### src/rtl/store_verdict_monitor.sv
// Store-bus responder: turns the core's stores into a pass/fail/timeout verdict
// held until reset, and logs accepted stores in a FIFO drained over valid/ready.
module store_verdict_monitor #(
  parameter logic [31:0] PASS_ADDR      = 32'd100,
  parameter logic [31:0] PASS_DATA      = 32'd25,
  parameter logic [31:0] SCRATCH_ADDR   = 32'd96,
  parameter int unsigned TIMEOUT_CYCLES = 1024,
  parameter int unsigned LOG_DEPTH      = 8
) (
  input  logic        clk,
  input  logic        reset,
  input  logic        MemWrite,
  input  logic [31:0] DataAdr,
  input  logic [31:0] WriteData,
  output logic        done,
  output logic        pass,
  output logic [1:0]  fail_code,
  output logic [31:0] cycle_count,
  output logic        log_valid,
  input  logic        log_ready,
  output logic [31:0] log_addr,
  output logic [31:0] log_data,
  output logic        log_overflow
);

  localparam int unsigned     PTR_W      = $clog2(LOG_DEPTH);
  localparam logic [31:0]     LAST_CYCLE = 32'(TIMEOUT_CYCLES - 1);
  localparam logic [PTR_W:0]  FULL_CNT   = (PTR_W + 1)'(LOG_DEPTH);

  typedef enum logic [1:0] {
    ST_RUN,
    ST_PASS,
    ST_FAIL,
    ST_TIMEOUT
  } state_t;

  state_t      state_q, state_d;
  logic [1:0]  fail_q, fail_d;
  logic [31:0] cycle_q;

  // NOTE: sequential state is assigned with <= only, so every register samples
  // pre-edge values regardless of statement order.
  always_ff @(posedge clk) begin
    if (!reset) begin
      state_q <= ST_RUN;
      fail_q  <= 2'd0;
      cycle_q <= 32'd0;
    end else begin
      state_q <= state_d;
      fail_q  <= fail_d;
      if (state_q == ST_RUN) cycle_q <= cycle_q + 32'd1;
    end
  end

  // NOTE: defaults first, so every path assigns every signal and no latch forms.
  always_comb begin
    state_d = state_q;
    fail_d  = fail_q;
    if (state_q == ST_RUN) begin
      if (MemWrite && DataAdr == PASS_ADDR) begin
        if (WriteData == PASS_DATA) begin
          state_d = ST_PASS;
        end else begin
          state_d = ST_FAIL;
          fail_d  = 2'd2;
        end
      end else if (MemWrite && DataAdr != SCRATCH_ADDR) begin
        state_d = ST_FAIL;
        fail_d  = 2'd1;
      end else if (cycle_q == LAST_CYCLE) begin
        // A verdict store on this edge took precedence above.
        state_d = ST_TIMEOUT;
      end
    end
  end

  always_comb begin
    done      = (state_q != ST_RUN);
    pass      = (state_q == ST_PASS);
    fail_code = 2'd0;
    case (state_q)
      ST_FAIL:    fail_code = fail_q;
      ST_TIMEOUT: fail_code = 2'd3;
      default:    fail_code = 2'd0;
    endcase
  end

  assign cycle_count = cycle_q;

  logic [31:0]      mem_addr [LOG_DEPTH];
  logic [31:0]      mem_data [LOG_DEPTH];
  logic [PTR_W-1:0] wr_ptr, rd_ptr;
  logic [PTR_W:0]   count;
  logic             ovf_q;
  logic             push, pop, full, accept;

  assign log_valid = (count != '0);
  assign full      = (count == FULL_CNT);
  assign push      = (state_q == ST_RUN) && MemWrite;
  assign pop       = log_valid && log_ready;
  assign accept    = push && (!full || pop);

  // NOTE: the storage array has no reset; only pointers and count define which
  // entries are live, and the head is masked while the log is empty.
  always_ff @(posedge clk) begin
    if (accept) begin
      mem_addr[wr_ptr] <= DataAdr;
      mem_data[wr_ptr] <= WriteData;
    end
  end

  always_ff @(posedge clk) begin
    if (!reset) begin
      wr_ptr <= '0;
      rd_ptr <= '0;
      count  <= '0;
      ovf_q  <= 1'b0;
    end else begin
      if (accept) wr_ptr <= wr_ptr + 1'b1;
      if (pop)    rd_ptr <= rd_ptr + 1'b1;
      case ({accept, pop})
        2'b10:   count <= count + 1'b1;
        2'b01:   count <= count - 1'b1;
        default: count <= count;
      endcase
      if (push && full && !pop) ovf_q <= 1'b1;
    end
  end

  assign log_addr     = log_valid ? mem_addr[rd_ptr] : 32'd0;
  assign log_data     = log_valid ? mem_data[rd_ptr] : 32'd0;
  assign log_overflow = ovf_q;

endmodule

### config.mk
export PLATFORM = sky130hd
export DESIGN_NAME = store_verdict_monitor
export DESIGN_NICKNAME = d
export VERILOG_FILES = /design/src/rtl/store_verdict_monitor.sv
export SDC_FILE = /design/constraint.sdc
export NUM_CORES = 1
export LEC_CHECK = 0
export CORE_ASPECT_RATIO = 2
export CORE_MARGIN = 4
export CORE_UTILIZATION = 47
export DETAILED_ROUTE_END_ITERATION = 12
export PLACE_DENSITY = 0.73
export SYNTH_ARGS = -nofsm -noshare
export SYNTH_HDL_FRONTEND = slang
export SYNTH_SLANG_ARGS = --single-unit
### constraint.sdc
create_clock -name clk -period 12.3 [get_ports clk]
set_input_delay 2.46 -clock clk [delete_from_list [all_inputs] [get_ports clk]]
set_output_delay 2.46 -clock clk [all_outputs]
set_load 0.05 [all_outputs]
# Word level (Yosys, flattened, before mapping)
# Memory sizes are Yosys's and may differ from the RTL's. A register that Yosys moved wholly into a read port is not among the register bits.
# Index checks and enable logic that the tools add are counted.
# op_classes
n_addsub	5
multipliers	0
n_div	0
order_cmp	0
n_eq_ne	11
n_shift	0
mux	17
bitwise	0
n_reduce_logical	18
# op_table
operator	n
$mux 32	2
$add 32x1->32 const B	1
$eq 32x10->1 const B	1
$eq 32x5->1 const B	1
$eq 32x7->1 const B	1
$ne 32x7->1 const B	1
$mux 2	7
$mux 3	4
$pmux 4 s2	1
$logic_and 1x1->1	7
$add 3x1->3 const B	2
$eq 2x2->1 const B	3
$reduce_bool 2->1	3
$add 4x1->4 const B	1
$eq 2x1->1 const B	2
$eq 4x4->1 const B	1
$pmux 2 s2	1
$reduce_bool 4->1	1
$sub 4x1->4 const B	1
$reduce_and 3->1	1
$reduce_bool 3->1	1
$logic_not 1->1	2
$logic_not 2->1	1
$mux 1	2
3 further kinds	3
# word_totals
regBits	47
latch_bits	0
ramBits	512
mem_bits_ro	0
input_bits	68
elab_cells	60
n_memories	2
# mem_list
name	depth	word_bits	rd	rd_ports_with_merged_regs	write_ports	line	rtl
mem_addr	8	32	1	1	1	90	logic [31:0] mem_addr [LOG_DEPTH];
mem_data	8	32	1	1	1	91	logic [31:0] mem_data [LOG_DEPTH];

# Logic depth before layout (Yosys ltp)
# Gate-level depths: netlist (run 1).
# logic_depth
ltp_word	6
ltp_mapped	9
mapped_depth_nobuf	8

# Worst setup path before layout (run 1)
# OpenSTA, ideal clock, no wires.
# synth_path
path_type	input -> register
from	input port MemWrite
to	memory mem_addr[0][0] (enable)
setup_ns	0.644
arrival_ns	9.110
t_required_ns	11.656
slack_ns	2.546
path_stages	3
n_path_buf	0
cell_sequence	nor3b_1 > nand2_1 > nor4_1
# synth_between
elab_chain_cells	4
# synth_lines
item	line	rtl
start, declared	12	input logic MemWrite,
$logic_and 1x1->1	99	assign push = (state_q == ST_RUN) && MemWrite;
$logic_and 1x1->1	101	assign accept = push && (!full || pop);
$mux 1	106	if (accept) begin
$mux 1 (implied by the code)	107	mem_addr[wr_ptr] <= DataAdr;
end, declared	90	
# No other way between the ends.

==> results of run 1 <==
-- synth_stat cells (8+ instances only) --
cell type  number
dfxtp_1        50
nand4_1        11
inv_1           9
nor2_1        105
xor2_1         20
nand2_1        36
nand3_1        10
buf_2          14
edfxtp_1      512
mux2i_1        70
nor4_1         22
clkbuf_1       35
mux4_2        128
a21oi_1         8
-- where the power goes --
group	internal (mW)	leakage (nW)	switching [mW]
Clock	0.878	0.774	0.670
Sequential	2.14	5.04	0.0500
Combinational	0.459	2.10	0.851
Total	3.48	7.91	1.57
-- worst reg2reg max path, delay by kind of cell (launching register included) --
kind                   cells  cell delay, ps
AO/OA/AOI/OAI              1             340
AND/OR/NAND/NOR            3            1620
buffers and inverters      1             700
flip-flops                 1             380
-- cells by family after synthesis --
group	Yosys count
DFF	562
muxes	198
and+or+nand+nor	228
AOI/OAI and AO/OA	34
xor gates and xnor gates	26
adders and majority gates	4
buffers and inverters	64
-- per-layer routing --
metal | GRT usage | vias to the layer above | part of all wire | wire, microns
met5 | 0 | - | 0 | 0
met4 | 0.0523 | 0 | 0.024 | 1100
met3 | 0.0263 | 64 | 0.043 | 1990
li1 | - | 4863 | - | -
met2 | 0.351 | 278 | 0.56 | 25900
met1 | 0.220 | 5741 | 0.38 | 17400
-- metrics by stage --
| step | util | area (sq um) | instances | hold slack [ps] |
|---|---|---|---|---|
| after floorplan | - | 21900 | 1116 | 435 |
| after global placement | 0.529 | 24300 | 1869 | 443 |
| after detailed placement | 0.529 | 24300 | 1869 | 452 |
| after CTS | 0.564 | 25900 | 1955 | 461 |
| after global routing | 0.564 | 25900 | 1955 | 494 |
| final | 0.564 | 25900 | 1956 | 462 |
-- final timing paths --
check / endpoint / slack, ps
max: log_addr[27] / 5670
min: fail_q[1]$_SDFFE_PN0P_ / 460
max reg2reg: mem_addr[5][4]$_DFFE_PP_ / 8870
min reg2reg: fail_q[1]$_SDFFE_PN0P_ / 460
-- state kept, by name, indices dropped and copies added, names as in the netlist, named ones only --
register and flops:
count 4, state_q 2, cycle_count 32, mem_data 256, log_overflow 1, rd_ptr 3
fail_q 2, wr_ptr 3, mem_addr 256
-- cell type report --
type | count | area share
Antenna cell | 1 | 0.0000966
Clock buffer | 53 | 0.0479
Clock inverter | 33 | 0.0139
Inverter | 9 | 0.00130
Multi-Input combinational cell | 490 | 0.204
Sequential cell | 562 | 0.632
Tap cell | 621 | 0.0300
Timing Repair Buffer | 187 | 0.0705
-- cells in the final DEF, fill, tap and decap left out, types with 7 or more instances in the layout --
cell type / instances
edfxtp_1: 512
clkdlybuf4s50_1: 169
mux4_2: 128
nor2_1: 102
mux2i_1: 70
clkbuf_16: 49
dfxtp_1: 47
nand2_1: 36
xor2_1: 20
nor4_1: 20
buf_4: 18
nand4_1: 11
clkinv_2: 11
nand3_1: 10
inv_1: 9
a21oi_1: 8
nand2b_1: 7
bufinv_16: 7
==> results_dict.tcl, run 1 <==
set metrics [dict create \
    antenna_found_initial 1 \
    detailed_place_hpwl_microns 27500 \
    ioPinCount 170 \
    power-per-cell-area_nw_per_um2 195 \
    synth_compound_area_frac 0.0105 \
    syn_area_sq_um 21900 \
    muxShareOfSynthArea 0.164 \
    synth_warnings 0 \
    synth_ff_type "edfxtp_1" \
    wl_per_cell_microns 23.7 \
    cts_tree "built" \
    final-seq-area_sq_um 16400 \
    ys_async_sr_fraction 0 \
    antenna_left 0 \
    required_ps 9840 \
    clock_latency_ps 550 \
    cap_violations 0 \
    cts_root_buffer "clkbuf_16" \
    worst_slew_pin_slew_ps 1120 \
    dp_slack_ps 6080 \
    min_period_over_period 0.539 \
    die_h_microns 313 \
    max_freq_mhz 151 \
    cts_setup_buffers 0 \
    synth_top_family_by_area "multiplexers" \
    status "finished, final reports clean" \
    yosys.area.top_type_share 0.703 \
    hold_class "reg2reg" \
    avgSynthCellArea_sq_um 19.6 \
    grt-ovfl-total 0 \
    clock-sinks 562 \
    setup_violations 0 \
    path_buf_inv 2 \
    synth_edf_count 512 \
    timing.rr.start "state_q[1]$_SDFFE_PN0P_" \
    critical_path.cell_chain "buf_4, mux4_2, mux2i_1, nor2_1, clkdlybuf4s50_1" \
    gp_congestion 0.743 \
    post_cts_resized 0 \
    ctsHoldBuffers 0 \
    finalPower_mw 5.05 \
    placementRows 111 \
    first_global_vias 12000 \
    die_area_sq_um 50300 \
    synth_fa_ha_area_frac 0.00229 \
    portBuffers 169 \
    fillers 3489 \
    skew_ps 8.45 \
    core_area_sq_um 46000 \
    maxSlewViolCount 0 \
    synthTopCellsByArea "edfxtp_1 (70%), mux4_2 (13%), dfxtp_1 (4.6%), mux2i_1 (3.2%), nor2_1 (1.8%)" \
    leakage_nw 7.91 \
    cp_data_arrival_time_ps 4170 \
    multi_input_area_sq_um 5280 \
    cts-buffers-inserted 48 \
    firstDrtPassIters 7 \
    synth-simple-area-share 0.0520 \
    fin_nets 1370 \
    drt_wl_total_microns 46400 \
    htreeDepth 2 \
    timing.final.ws_setup_ps 5670 \
    grt_pass1_wl_microns 71800 \
    syn2layout_area_growth_pct 18.4 \
    ys_ff_latch 562 \
    syn_inst 1116 \
    clock_path_buffers 3 \
    synth_fp_nets 1188 \
    timing.setup.tns_ps 0 \
    worst_path_largest_cell_delay_ps 990 \
    routed-via-count 10900 \
    min_path_cells 2 \
    fp.dieW_microns 161 \
    drive_above_1_share 0.181 \
    crit_type "reg2out" \
    drc 0 \
    synth-xor-area-share 0.0104 \
    start_util 0.476 \
    maxSlewHeadroom 0.252 \
    cp-end-kind "output pin" \
    crit_family "buffers and inverters" \
    cp.depth 5 \
    yosysSeqAreaShare 0.749 \
    clk_pin_slew_worst_paths_ps 70 \
    slowest_stage "dfxtp_4" \
    synth_area_leader_cell "edfxtp_1" \
    vdd_drop_max_v 0.000148 \
    min_from "fail_q[1]$_SDFFE_PN0P_" \
    worst_r2r_path_depth 5 \
    path_max_fanout 46 \
    grt_max_degree 65 \
    rsz0062_at_grt "false" \
    track_usage 0.186 \
    drt-initial-drc-count 673 \
    start_kind "flip-flop" \
    finalHoldViolations 0 \
    viasPerCell 5.60 \
    yosys.cell_types.count 52 \
    fin_crit_ps 6630 \
]
(Power assumes the default switching activity.)
==> run 2: changes to the inputs <==
- PLACE_DENSITY: 0.73 -> 0.76
- clock period: 12.3 -> 5.5 ns (I/O delays scaled with it)
==> results_dict.tcl, run 2 (synthesis gave the netlist of run 1 again) <==
set metrics [dict create \
    status "finished, final reports clean" \
    max_freq_mhz 221 \
    clock-sinks 562 \
    placementRows 111 \
    power_frac_seq 0.435 \
    ctsHoldBuffers 0 \
    final_common_cell "edfxtp_1" \
    gp_congestion 0.737 \
    post_cts_resized 0 \
    maxSlewHeadroom 0.375 \
    track_usage 0.184 \
    fillers 3426 \
    required_ps 4400 \
    antenna_found_initial 2 \
    drive_above_1_share 0.182 \
    diodes 0 \
    firstDrtPassIters 5 \
    clock_latency_ps 560 \
    setup_violations 0 \
    placed_area_sq_um 24500 \
    htreeDepth 2 \
    ioPinCount 170 \
    drt-initial-drc-count 652 \
    wl_per_cell_microns 23.4 \
    start_kind "flip-flop" \
    power.share.clock 0.299 \
    grt_pass1_wl_microns 70900 \
    vdd_drop_max_v 0.000349 \
    viasPerCell 5.60 \
    cap_violations 0 \
    finalHoldViolations 0 \
    fin_area_sq_um 26100 \
    fp.dieW_microns 161 \
    clk_pin_slew_worst_paths_ps 70 \
    timing.rr.start "state_q[1]$_SDFFE_PN0P_" \
    min_from "rd_ptr[1]$_SDFFE_PN0N_" \
    grt_max_degree 65 \
    swShare 0.311 \
    rsz0062_at_grt "false" \
    drc 0 \
    syn2layout_area_growth_pct 19.2 \
    cp_data_arrival_time_ps 3430 \
    first_global_vias 11900 \
    final-seq-area_sq_um 16400 \
    path_max_fanout 32 \
    min_period_over_period 0.824 \
    fin_crit_ps 4530 \
    cts_tree "built" \
    start_util 0.476 \
    p_int_mw 7.74 \
    cts_root_buffer "clkbuf_16" \
    detailed_place_hpwl_microns 28100 \
    maxSlewViolCount 0 \
    die_h_microns 313 \
    cp-end-kind "output pin" \
    final_cell_mix "edfxtp_1 (512), clkdlybuf4s50_1 (169), mux4_2 (128)" \
    drt_wl_total_microns 45900 \
    core_area_sq_um 46000 \
    antenna_left 0 \
    p_comb_frac 0.266 \
    routed-via-count 11000 \
    utilization 0.567 \
    cts-buffers-inserted 48 \
    portBuffers 169 \
    worst_slew_pin_slew_ps 938 \
    skew_ps 13.9 \
    crit_type "reg2out" \
    cts_setup_buffers 0 \
    multi_input_area_sq_um 5300 \
    grt-ovfl-total 0 \
    leakage_nw 7.96 \
    p_sw_mw 3.50 \
    clock_path_buffers 3 \
    hold_class "reg2reg" \
    die_area_sq_um 50300 \
    fin_nets 1376 \
    power-per-cell-area_nw_per_um2 431 \
]
-- run 2: cell types whose count changed in the layout (fill, tap and decap cells not counted), sizes merged --
cell,before,now
inv,10,12
clkinvlp,6,4
diode,1,0
clkbuf,53,56
clkinv,19,18
buf,18,24
bufinv,7,5
-- run 2: path summary, 6_finish.rpt --
path                                                  end  slack (ps)  cells after the start
worst max register to register  mem_data[4][25]$_DFFE_PP_        2560                      5
worst max-delay path                         log_addr[29]         970                      5
worst min register to register                  flip-flop         470                      2
worst min-delay path                            flip-flop         470                      2
-- run 2: power by group through the flow --
stage | registers (mW) | clock network [mW] | logic [mW]
finish | 4.89 | 3.36 | 2.99
global route | 4.91 | 3.62 | 3.15
CTS | 4.89 | 3.44 | 3.05
detailed placement | 4.99 | 0 | 3.04
global placement | 4.97 | 0 | 3.01
floorplan | 4.93 | 0 | 2.03
-- run 2: routing by layer --
layer / routed length [microns] / vias to the layer above / share of wire / track usage
li1: - / 4889 / - / -
met1: 16400 / 5714 / 0.36 / 0.207
met2: 26000 / 292 / 0.57 / 0.354
met3: 2310 / 81 / 0.050 / 0.0320
met4: 1130 / 4 / 0.024 / 0.0540
met5: 21 / - / 0.00046 / 0
-- run 2: layout make-up --
type	count	share of cell area
sequential	562	0.629
multi-input combinational	490	0.203
timing repair buffer	193	0.0766
clock buffer	56	0.0488
tap	621	0.0298
clock inverter	30	0.0116
inverter	9	0.00130
-- run 2: stage by stage --
| stage | std cells | power [mW] | TNS [ps] | setup slack, ps | hold WS, ps |
|---|---|---|---|---|---|
| after floorplan | 1116 | 6.96 | -239210 | -1180 | 435 |
| after global placement | 1875 | 7.98 | 0 | 1400 | 446 |
| after detailed placement | 1875 | 8.02 | 0 | 1310 | 459 |
| after CTS | 1961 | 11.4 | 0 | 860 | 475 |
| after global routing | 1961 | 11.7 | 0 | 779 | 511 |
| final | 1961 | 11.2 | 0 | 969 | 469 |
-- run 2: worst max-delay path, cell delays in order (launching register included) --
cell and delay, ps:
dfxtp_4 800, buf_12 350, mux4_2 530, mux2i_1 330, nor2_1 80, clkdlybuf4s50_1 730
==> run 3: changes to the inputs <==
- PLACE_DENSITY: 0.76 -> 0.73
- clock period: 5.5 -> 4.35 ns (I/O delays scaled with it)
==> results_dict.tcl, run 3 (synthesis gave the netlist of run 1 again) <==
set metrics [dict create \
    drc 0 \
    routed-via-count 11000 \
    cts_root_buffer "clkbuf_16" \
    fin_crit_ps 4000 \
    setup_violations 0 \
    grt_max_degree 65 \
    viasPerCell 5.58 \
    wl_per_cell_microns 23.8 \
    leakage_nw 7.99 \
    met1_length_microns 17000 \
    skew_ps 16.5 \
    first_global_vias 11900 \
    detailed_place_hpwl_microns 28400 \
    final_cell_mix "edfxtp_1 (512), clkdlybuf4s50_1 (168), mux4_2 (128)" \
    fp.dieW_microns 161 \
    worst_slew_pin_slew_ps 902 \
    vdd_drop_max_v 0.000317 \
    clock_path_buffers 3 \
    wl_met2_microns 26200 \
    cts-buffers-inserted 49 \
    hold_class "reg2reg" \
    path_max_fanout 54 \
    finalHoldViolations 0 \
    htreeDepth 2 \
    status "finished, final reports clean" \
    required_ps 3480 \
    drt-initial-drc-count 781 \
    track_usage 0.187 \
    antenna_left 0 \
    top_layer "met5" \
    finalPower_mw 14.2 \
    fin_nets 1386 \
    antenna_found_initial 3 \
    clock-sinks 562 \
    core_area_sq_um 46000 \
    cp_data_arrival_time_ps 3130 \
    grt_pass1_wl_microns 72200 \
    post_cts_resized 0 \
    ioPinCount 170 \
    cts_tree "built" \
    cp-end-kind "output pin" \
    portBuffers 169 \
    rsz0062_at_grt "false" \
    placementRows 111 \
    crit_type "reg2out" \
    max_freq_mhz 250 \
    clk_pin_slew_worst_paths_ps 70 \
    ctsHoldBuffers 0 \
    start_util 0.476 \
    wl_met3_microns 2460 \
    final_common_cell "edfxtp_1" \
    gp_congestion 0.779 \
    drive_above_1_share 0.179 \
    die_area_sq_um 50300 \
    cap_violations 0 \
    power-per-cell-area_nw_per_um2 543 \
    firstDrtPassIters 5 \
    clock_latency_ps 590 \
    utilization 0.569 \
    cts_setup_buffers 0 \
    maxSlewViolCount 0 \
    min_period_over_period 0.919 \
    start_kind "flip-flop" \
    syn2layout_area_growth_pct 19.5 \
    maxSlewHeadroom 0.393 \
    grt-ovfl-total 0 \
    drt_wl_total_microns 46800 \
    die_h_microns 313 \
]
-- run 3: layer usage --
layer	vias to the layer above	track usage
met3	67	0.0329
li1	4899	-
met2	304	0.355
met1	5718	0.217
met5	-	0
met4	2	0.0521
-- run 3: final cells by class --
cell class / count / area, sq um
multi-input combinational: 490 / 5320
tap: 621 / 777
inverter: 9 / 33.8
timing repair buffer: 202 / 2100
clock inverter: 21 / 206
fill: 3494 / 19800
clock buffer: 65 / 1320
antenna: 1 / 2.50
sequential: 562 / 16400
-- run 3: final timing paths --
kind                                   end                    start  depth (start not counted)  slack, ps
setup / recovery               log_data[0]                flip-flop                          5        350
hold / removal      fail_q[0]$_SDFFE_PN0P_   fail_q[0]$_SDFFE_PN0P_                          2        480
setup reg to reg  mem_data[5][7]$_DFFE_PP_  state_q[1]$_SDFFE_PN0P_                          5       1670
hold reg to reg     fail_q[0]$_SDFFE_PN0P_   fail_q[0]$_SDFFE_PN0P_                          2        480
-- run 3: critical path, cell delays in order (launching register included) --
cell	delay, ps
dfxtp_4	390
buf_12	380
mux4_2	570
mux2i_1	370
nor2_1	80
clkdlybuf4s50_1	710
-- run 3: report_power, final --
group	leakage [nW]	internal, mW	switching [mW]	total (mW)
Sequential	5.04	6.05	0.0940	6.14
Clock	0.737	2.32	1.88	4.20
Combinational	2.21	1.37	2.49	3.86
Total	7.99	9.73	4.47	14.2
-- run 3: metrics by stage --
step	std cells	setup TNS [ps]	hold WS [ps]	area (sq um)	worst slack, ps
global route	1970	0	512	26100	212
CTS	1970	0	475	26100	222
finish	1971	0	482	26100	354
floorplan	1116	-177330	435	21900	-615
detailed placement	1884	0	468	24600	291
global placement	1884	0	457	24600	563
